<file path="config.mk">
export PLATFORM = sky130hd
export DESIGN_NAME = sc_config_scheduler
export DESIGN_NICKNAME = d
export VERILOG_FILES = /design/src/rtl/sc_config_scheduler.sv
export SDC_FILE = /design/constraint.sdc
export NUM_CORES = 1
export LEC_CHECK = 0
export BUFFER_PORTS_ARGS = -buffer_cell sky130_fd_sc_hd__buf_2
export CORE_ASPECT_RATIO = 2
export CORE_MARGIN = 4
export CORE_UTILIZATION = 56
export CTS_CLUSTER_SIZE = 8
export DETAILED_ROUTE_END_ITERATION = 16
export PLACE_DENSITY = 0.82
export SKIP_CTS_REPAIR_TIMING = 1
export SLEW_MARGIN = 15
export SYNTH_ARGS = -nofsm -noshare
export SYNTH_HDL_FRONTEND = slang
export SYNTH_SLANG_ARGS = --single-unit
</file>
<file path="constraint.sdc">
create_clock -name PCLK_i -period 34.1 [get_ports PCLK_i]
set_input_delay 3.41 -clock PCLK_i [delete_from_list [all_inputs] [get_ports PCLK_i]]
set_output_delay 3.41 -clock PCLK_i [all_outputs]
set_load 0.005 [all_outputs]
</file>
<file path="src/rtl/sc_config_scheduler.sv">
// Double-buffered scanconverter configuration: eight shadow words written by software,
// copied to the active outputs on a vsync falling edge, on request, or after a timeout.
//
// state   | meaning
// IDLE    | shadow writable, no commit outstanding
// PENDING | commit accepted, shadow frozen, waiting for vsync / apply_now / timeout
module sc_config_scheduler #(
  parameter logic [23:0] TIMEOUT_CYCLES = 24'd4000000
) (
  input  logic        PCLK_i,
  input  logic        reset_i,
  input  logic        cfg_wr_i,
  input  logic [2:0]  cfg_addr_i,
  input  logic [31:0] cfg_wdata_i,
  output logic [31:0] cfg_rdata_o,
  input  logic        commit_req_i,
  input  logic        apply_now_i,
  input  logic        VSYNC_i,
  output logic [31:0] hv_out_config_o,
  output logic [31:0] hv_out_config2_o,
  output logic [31:0] hv_out_config3_o,
  output logic [31:0] xy_out_config_o,
  output logic [31:0] xy_out_config2_o,
  output logic [31:0] misc_config_o,
  output logic [31:0] sl_config_o,
  output logic [31:0] sl_config2_o,
  output logic        commit_pending_o,
  output logic        commit_ack_o,
  output logic        timeout_o,
  output logic        wr_err_o
);

  typedef enum logic {IDLE, PENDING} state_t;

  localparam logic [23:0] TO_LAST = TIMEOUT_CYCLES - 24'd1;

  state_t      state, state_nxt;
  logic [31:0] shadow     [8];
  logic [31:0] shadow_nxt [8];
  logic [31:0] active     [8];
  logic [23:0] to_cnt;
  logic        vs_prev;
  logic        sync_arm;
  logic        sync_edge;
  logic        shadow_we;
  logic        apply;
  logic        forced;

  // sync_arm masks the first edge after reset so a vsync already low is not seen as falling
  assign sync_edge = sync_arm & vs_prev & ~VSYNC_i;
  assign shadow_we = (state == IDLE) & cfg_wr_i;

  always_comb begin
    for (int i = 0; i < 8; i++) shadow_nxt[i] = shadow[i];
    if (shadow_we) shadow_nxt[cfg_addr_i] = cfg_wdata_i;
  end

  always_ff @(posedge PCLK_i or posedge reset_i) begin
    if (reset_i) state <= IDLE;
    else         state <= state_nxt;
  end

  always_comb begin
    state_nxt = state;
    apply     = 1'b0;
    forced    = 1'b0;
    case (state)
      IDLE: begin
        if (commit_req_i) begin
          if (apply_now_i) apply     = 1'b1;
          else             state_nxt = PENDING;
        end
      end
      PENDING: begin
        if (sync_edge || apply_now_i) begin
          apply     = 1'b1;
          state_nxt = IDLE;
        end else if (to_cnt == TO_LAST) begin
          apply     = 1'b1;
          forced    = 1'b1;
          state_nxt = IDLE;
        end
      end
      default: state_nxt = IDLE;
    endcase
  end

  always_ff @(posedge PCLK_i or posedge reset_i) begin
    if (reset_i) begin
      for (int i = 0; i < 8; i++) begin
        shadow[i] <= '0;
        active[i] <= '0;
      end
      to_cnt       <= '0;
      vs_prev      <= 1'b1;
      sync_arm     <= 1'b0;
      commit_ack_o <= 1'b0;
      timeout_o    <= 1'b0;
      wr_err_o     <= 1'b0;
    end else begin
      for (int i = 0; i < 8; i++) shadow[i] <= shadow_nxt[i];
      if (apply) begin
        for (int i = 0; i < 8; i++) active[i] <= shadow_nxt[i];
      end
      // counter runs only while pending; IDLE holds it at zero so each commit starts fresh
      to_cnt       <= (state == PENDING) ? to_cnt + 24'd1 : 24'd0;
      vs_prev      <= VSYNC_i;
      sync_arm     <= 1'b1;
      commit_ack_o <= apply;
      timeout_o    <= forced;
      wr_err_o     <= (state == PENDING) & cfg_wr_i;
    end
  end

  assign cfg_rdata_o      = shadow[cfg_addr_i];
  assign commit_pending_o = (state == PENDING);

  assign hv_out_config_o  = active[0];
  assign hv_out_config2_o = active[1];
  assign hv_out_config3_o = active[2];
  assign xy_out_config_o  = active[3];
  assign xy_out_config2_o = active[4];
  assign misc_config_o    = active[5];
  assign sl_config_o      = active[6];
  assign sl_config2_o     = active[7];

endmodule
</file>
==> run_results.csv, run 1 <==
group,metric,value,unit
run_status,status,"finished clean",
finish,final_common_cell,"dfrtp_1",
global_routing,overflow,0,
placed_design,io_buffers,332,
placed_design,gp_congestion,0.836,
die,initial_core_util,0.566,
logic_synthesis,async_flop_share,1.00,
logic_synthesis,synth_flop_cell,"dfrtp_1",
logic_synthesis,synthXorXnorAreaFrac,0.00424,
logic_synthesis,synth_compound_area_frac,0.00660,
die,rows,104,
sta,period_needed,9.21,ns
pwr,power.density,79.7,mW/mm2
logic_synthesis,synthSimpleGateAreaFrac,0.0227,
setup_path,critPathMaxFanout,46,
sta,slew_viol_final,0,
global_routing,grt_pass1_vias,14934,
die,io_pins,333,
setup_path,critPathCapture,"cfg_rdata_o[3]",
finish,drive_gt1_frac,0.531,
setup_path,r2r_end,"hv_out_config_o[26]$_DFFE_PP0P_",
drt,viasPerCell,5.87,
sta,rsz0062_at_grt,"false",
drt,drc,0,
global_routing,groute.usage.overall,0.264,
sta,final.setup.tns,0,ns
pwr,ir_drop,0.0581,mV
setup_path,critical_path_class,"in -> out",
placed_design,hpwlAfterDp,37200,um
die,dieWidth,150,um
logic_synthesis,ys_seq_elements,542,
setup_path,ff2ff_setup_slack,30.42,ns
setup_path,crit_arrival,5.80,ns
pwr,clkPwrFrac,0.318,
drt,drt_iter0_drc,679,
logic_synthesis,syn_nets,1398,
logic_synthesis,synth.distinct_cells,46,
pwr,seqPwrFrac,0.449,
logic_synthesis,synth_edf_count,0,
cts,path_clk_slew,0.05,ns
pwr,leakage,12.4,nW
placed_design,dpl_cell_area,0.0247,mm2
logic_synthesis,synth_fa_ha_area_frac,0.000550,
global_routing,grt_pass1_wl,88400,um
finish,layout_common_cells,"dfrtp_1, mux2_2, buf_2",
sta,fmax,109,MHz
pwr,combinationalPowerShare,0.233,
setup_path,critical-path-top-delay-family,"buffers and inverters",
finish,syn2layout_area_growth,17.9,%
cts,cts-buffers-inserted,77,
logic_synthesis,netlist_instances,1356,
finish,multi_input_area,0.00861,mm2
setup_path,cp-start-kind,"input pin",
setup_path,ff2ff_path_depth,7,
finish,num-fill-cells,2701,
sta,final.period_utilization,0.270,
hold_path,hp-class,"reg -> reg",
cts,cts_root_buf,"clkbuf_16",
drt,drt_pass1_iterations,5,
cts,tritoncts,"built",
sta,slew_headroom,0.262,
sta,setup_viol,0,
cts,insertion_delay,0.59,ns
sta,tightestPinTransition,1.11,ns
logic_synthesis,synth.area.mux_share,0.343,
sta,finalHoldViolCount,0,
setup_path,startpoint,"cfg_addr_i[0]",
die,die-area,0.0441,mm2
die,die_h,293,um
drt,avgRoutedWirePerCell,25.6,um
drt,wl_met1,20800,um
logic_synthesis,synth_area,0.0227,mm2
setup_path,max_stage_delay,0.69,ns
setup_path,reg2reg_from,"to_cnt[0]$_DFF_PP0_",
cts,clkSinkCount,542,
logic_synthesis,ys_seq_area_frac,0.596,
setup_path,crit_path_frequent_cell,"buf_4",
cts,clock_path_buffers,3,
setup_path,cp.depth,5,
sta,finClkSkew,0.0263,ns
drt,route.top_layer_used,"met5",
logic_synthesis,syn_avg_cell_area,16.8,um2
pwr,power.internal,0.00153,W
logic_synthesis,synth_top_family_by_area,"multiplexers",
global_routing,grt_max_degree,190,
cts,cts_max_level,3,
setup_path,critPathBufInv,3,
finish,seqCellArea,0.0136,mm2
finish,num-nets-final,1747,
global_routing,antenna_found_initial,3,
pwr,swShare,0.282,
job,drv_cap,0,
pwr,switchingPower,0.000602,W
drt,finalWirelength,57500,um
setup_path,crit_path_end_kind,"primary output",
drt,ant_nets,0,
drt,dr_wl_met2,30600,um
setup_path,crit_chain,"buf_4 > buf_4 > mux4_2 > mux2_2 > buf_2",
finish,postLayoutCellArea,0.0268,mm2
drt,wl_met3,3060,um
setup_path,crit_required,30.69,ns
setup_path,critical_path.slowest_cell,"buf_4",
drt,vias,13212,
logic_synthesis,ys_warn_count,0,
die,core_area,0.0402,mm2
cells in the mapped netlist, types with 5 or more instances:
cell type / count / area (um2)
nor2_1: 15 / 56.3
a21oi_1: 12 / 60.1
mux4_2: 64 / 1440
dfrtp_1: 541 / 13500
buf_4: 15 / 113
or4_1: 6 / 45.0
nand4_1: 5 / 31.3
nand2_1: 10 / 37.5
mux2_1: 148 / 1670
clkbuf_1: 11 / 41.3
or3_1: 6 / 37.5
and3_1: 6 / 37.5
xor2_1: 7 / 61.3
o31ai_1: 6 / 45.0
mux2_2: 336 / 3780
mux2_4: 60 / 901
nand3_1: 11 / 55.1
buf_2: 34 / 170
buf_6: 17 / 191
worst reg2reg max path: stages (launching register included):
cell      delay (ns)
dfrtp_1         0.38
ha_1            0.27
and3_1          0.33
nand4b_1        0.21
o21ai_4         0.19
buf_4           0.72
buf_4           0.97
mux2_2          0.51
layout make-up:
type,instances,area share
antenna,3,0.000280
clock buffer,85,0.0750
clock inverter,5,0.00364
inverter,4,0.000840
multi-input combinational,729,0.321
sequential,542,0.506
tap,530,0.0247
timing repair buffer,351,0.0681
worst min-delay path by stage:
stage / startpoint / end / slack [ns] / cells after the start
floorplan: to_cnt[0]$_DFF_PP0_ / to_cnt[0]$_DFF_PP0_ / 0.44 / 1
finish: xy_out_config_o[7]$_DFFE_PP0P_ / xy_out_config_o[7]$_DFFE_PP0P_ / 0.48 / 1
global route: xy_out_config_o[7]$_DFFE_PP0P_ / xy_out_config_o[7]$_DFFE_PP0P_ / 0.49 / 1
CTS: hv_out_config_o[29]$_DFFE_PP0P_ / hv_out_config_o[29]$_DFFE_PP0P_ / 0.48 / 1
global placement: to_cnt[0]$_DFF_PP0_ / to_cnt[0]$_DFF_PP0_ / 0.46 / 1
detailed placement: hv_out_config_o[29]$_DFFE_PP0P_ / hv_out_config_o[29]$_DFFE_PP0P_ / 0.47 / 1
kinds of logic (layout without fill, tap and decap cells):
kind of cell,Yosys count,count (layout)
mux,609,609
flops,542,542
buf+inv,85,445
simple gates,82,82
compound gates,25,25
xor+xnor,11,11
fa+ha+maj,1,1
other cells,1,4
metrics by stage:
stage / cells / hold slack (ns) / util / setup WS, ns / power [W]
6_report: 2249 / 0.477 / 0.667 / 24.89 / 0.00214
5_1_grt: 2247 / 0.489 / 0.667 / 24.69 / 0.00224
4_1_cts: 2246 / 0.480 / 0.666 / 24.80 / 0.00216
3_5_place_dp: 2156 / 0.469 / 0.614 / 24.81 / 0.00146
3_3_place_gp: 2156 / 0.457 / 0.614 / 24.89 / 0.00144
2_1_floorplan: 1356 / 0.444 / - / 15.54 / 0.00122
layer usage:
layer | vias up | GRT usage
met3 | 164 | 0.0548
met2 | 466 | 0.466
met1 | 6952 | 0.300
li1 | 5628 | -
met4 | 2 | 0.133
met5 | - | 0
power groups by stage:
stage	Combinational (W)	Clock (W)	Sequential [W]
global placement	0.000482	0	0.000957
CTS	0.000504	0.000693	0.000960
global route	0.000540	0.000721	0.000978
detailed placement	0.000498	0	0.000966
floorplan	0.000276	0	0.000939
finish	0.000497	0.000680	0.000960
sequential cells by signal, summed over array words and instances (netlist names), 32 cells and up:
register          cells
shadow              256
hv_out_config2_o     32
hv_out_config3_o     32
hv_out_config_o      32
misc_config_o        32
sl_config2_o         32
sl_config_o          32
xy_out_config2_o     32
xy_out_config_o      32
No activity file was read; power rests on OpenSTA's default activity.
==> run 2: changes to the inputs <==
--- a/config.mk
+++ b/config.mk
@@ -5,13 +5,14 @@
 export SDC_FILE = /design/constraint.sdc
 export NUM_CORES = 1
 export LEC_CHECK = 0
+export ABC_AREA = 1
 export BUFFER_PORTS_ARGS = -buffer_cell sky130_fd_sc_hd__buf_2
 export CORE_ASPECT_RATIO = 2
 export CORE_MARGIN = 4
-export CORE_UTILIZATION = 56
+export CORE_UTILIZATION = 52
 export CTS_CLUSTER_SIZE = 8
 export DETAILED_ROUTE_END_ITERATION = 16
-export PLACE_DENSITY = 0.82
+export PLACE_DENSITY = 0.8
 export SKIP_CTS_REPAIR_TIMING = 1
 export SLEW_MARGIN = 15
 export SYNTH_ARGS = -nofsm -noshare
==> constraint.sdc (replaced) <==
create_clock -name PCLK_i -period 7.7 [get_ports PCLK_i]
set_input_delay 0.77 -clock PCLK_i [delete_from_list [all_inputs] [get_ports PCLK_i]]
set_output_delay 0.77 -clock PCLK_i [all_outputs]
set_load 0.005 [all_outputs]
==> run 2 against run 1 <==
Cell count increased by 54%. Clock power rose to 4.5 times the previous value. Register-to-register slack lost 26 ns. Utilization decreased by 5.7 points. Clock-buffer cell count up 4. First-iteration DRC count increased to 2.9 times the previous value.
==> run_results.csv, run 2 <==
group,metric,value,unit
run_status,status,"finished clean",
logic_synthesis,synth.most_common_cell,"nand2_1",
die,die_h,307,um
drt,drt_pass1_iterations,8,
logic_synthesis,synth_area,0.0232,mm2
finish,final_common_cell,"nand2_1",
job,drv_cap,0,
setup_path,max_stage_delay,0.92,ns
finish,drive_gt1_frac,0.177,
finish,fin_util,0.610,
sta,fmax,244,MHz
logic_synthesis,synth_compound_area_frac,0.122,
logic_synthesis,synth.top_cell.area_share,0.582,
pwr,leakage,13.9,nW
global_routing,overflow,0,
placed_design,gp_congestion,1.08,
logic_synthesis,synth_flop_cell,"dfrtp_1",
logic_synthesis,async_flop_share,1.00,
setup_path,crit_required,6.93,ns
cts,cts_root_buf,"clkbuf_16",
logic_synthesis,synth.distinct_cells,38,
finish,syn2layout_area_growth,15.9,%
logic_synthesis,synth_fa_ha_area_frac,0.000538,
finish,layout_common_cells,"nand2_1, dfrtp_1, buf_2",
cts,cts-buffers-inserted,77,
setup_path,crit_arrival,3.32,ns
sta,rsz0062_at_grt,"false",
die,dieWidth,157,um
placed_design,dpl_cell_area,0.0248,mm2
setup_path,critical_path_class,"in -> out",
pwr,ir_drop,0.198,mV
global_routing,grt_pass1_wl,131000,um
cts,path_clk_slew,0.06,ns
die,initial_core_util,0.526,
drt,avgRoutedWirePerCell,25.9,um
logic_synthesis,synth_edf_count,0,
logic_synthesis,synthTopCellsByCount,"nand2_1, dfrtp_1, nand3_1",
finish,postLayoutCellArea,0.0269,mm2
finish,seqCellArea,0.0136,mm2
cts,clkSinkCount,542,
sta,period_needed,4.09,ns
finish,num-nets-final,2926,
setup_path,critical_path.slowest_cell,"buf_4",
logic_synthesis,ys_warn_count,0,
pwr,power.density,345,mW/mm2
setup_path,crit_path_end_kind,"primary output",
hold_path,hp-class,"in -> async",
finish,num-fill-cells,3746,
logic_synthesis,ys_seq_elements,542,
global_routing,groute.usage.overall,0.370,
finish,top_register,"shadow",
sta,fin_ws,3.61,ns
drt,drc,0,
drt,finalWirelength,89700,um
cts,insertion_delay,0.59,ns
die,io_pins,333,
logic_synthesis,synth_top_family_by_area,"simple AND/OR/NAND/NOR gates",
logic_synthesis,syn_avg_cell_area,8.83,um2
logic_synthesis,synth.area.mux_share,0,
sta,final.period_utilization,0.531,
logic_synthesis,yosysTopAreaCell,"dfrtp_1",
logic_synthesis,syn_nets,2673,
drt,viasPerCell,5.98,
sta,tightestPinTransition,1.15,ns
finish,multi_input_area,0.00811,mm2
drt,drt_iter0_drc,1952,
placed_design,hpwlAfterDp,62100,um
placed_design,pre_cts_slack,3.84,ns
finish,largest_reg_flops,256,
sta,slew_viol_final,0,
cts,tritoncts,"built",
setup_path,ff2ff_setup_slack,4.16,ns
die,rows,109,
global_routing,grt_pass1_vias,21155,
logic_synthesis,netlist_instances,2631,
sta,finalHoldViolCount,0,
die,core_area,0.0442,mm2
sta,slew_headroom,0.236,
setup_path,critPathMaxFanout,116,
cts,clock_path_buffers,3,
setup_path,cp-start-kind,"input pin",
global_routing,antenna_found_initial,12,
die,die-area,0.0484,mm2
drt,ant_nets,0,
logic_synthesis,ys_top_cells_by_area,"dfrtp_1, nand2_1, nand3_1",
drt,vias,20682,
logic_synthesis,synthXorXnorAreaFrac,0.00151,
sta,finClkSkew,0.0165,ns
logic_synthesis,synthSimpleGateAreaFrac,0.223,
placed_design,io_buffers,332,
global_routing,grt_max_degree,169,
setup_path,crit_chain,"buf_6 > buf_4 > nand2_1 > o211ai_1 > o2111ai_1 > buf_2",
logic_synthesis,ys_seq_area_frac,0.584,
sta,setup_viol,0,
cts,cts_max_level,3,
[run 2: cell count changes in the layout (fill, tap and decap cells not counted), sizes merged, moves of 88 or more]
cell	previous run	this run
a21oi	12	100
o21ai	5	322
mux2	544	0
nand2	10	841
nor2	15	127
nand3	12	270
inv	7	173
[run 2: cell type report]
cell class,count,share of cell area
timing repair buffer,349,0.0676
sequential,542,0.503
antenna,8,0.000743
multi-input combinational,1743,0.301
clock inverter,4,0.00158
clock buffer,89,0.0759
inverter,171,0.0241
tap,555,0.0258
[run 2: routing by layer]
layer	part of all wire	up-vias	global-route usage
met5	0	-	0
met4	0.12	0	0.342
met3	0.076	404	0.0882
met2	0.51	1216	0.645
met1	0.29	10015	0.345
li1	-	9047	-
[run 2: worst max-delay path: cells and delay by family]
| kind | cells | cell delay, ns |
|---|---|---|
| buffers and inverters | 3 | 1.70 |
| AND/OR/NAND/NOR | 1 | 0.14 |
| AO/OA/AOI/OAI | 2 | 0.48 |
[run 2: cells by family after synthesis]
| family | count (synthesis) |
|---|---|
| AO/OA/AOI/OAI | 489 |
| flip-flops | 542 |
| AND/OR/NAND/NOR | 1248 |
| other | 1 |
| buffers and inverters | 346 |
| XOR/XNOR | 4 |
| adder cells (fa/ha/maj) | 1 |
[run 2: report_power, final]
group          switching, W  internal, W
Clock               0.00120      0.00184
Combinational       0.00149     0.000720
Sequential         0.000462      0.00359
[run 2: final timing paths]
kind | from | end | cells after the start
min in group PCLK_i | VSYNC_i | vs_prev$_DFF_PP1_ | 1
max reg2reg | to_cnt[0]$_DFF_PP0_ | xy_out_config_o[27]$_DFFE_PP0P_ | 8
max in group asynchronous | reset_i | xy_out_config2_o[10]$_DFFE_PP0P_ | 4
min | reset_i | hv_out_config2_o[30]$_DFFE_PP0P_ | 2
min reg2reg | sl_config_o[12]$_DFFE_PP0P_ | sl_config_o[12]$_DFFE_PP0P_ | 2
max | cfg_addr_i[0] | cfg_rdata_o[16] | 6
[run 2: through the flow]
step	TNS (ns)	power (W)	hold slack [ns]	instances
6_report	0	0.00931	0.214	3461
2_1_floorplan	-238.65	0.00504	0.455	2631
3_5_place_dp	0	0.00622	0.453	3360
4_1_cts	0	0.00927	0.210	3453
3_3_place_gp	0	0.00616	0.450	3360
5_1_grt	0	0.00968	0.233	3457
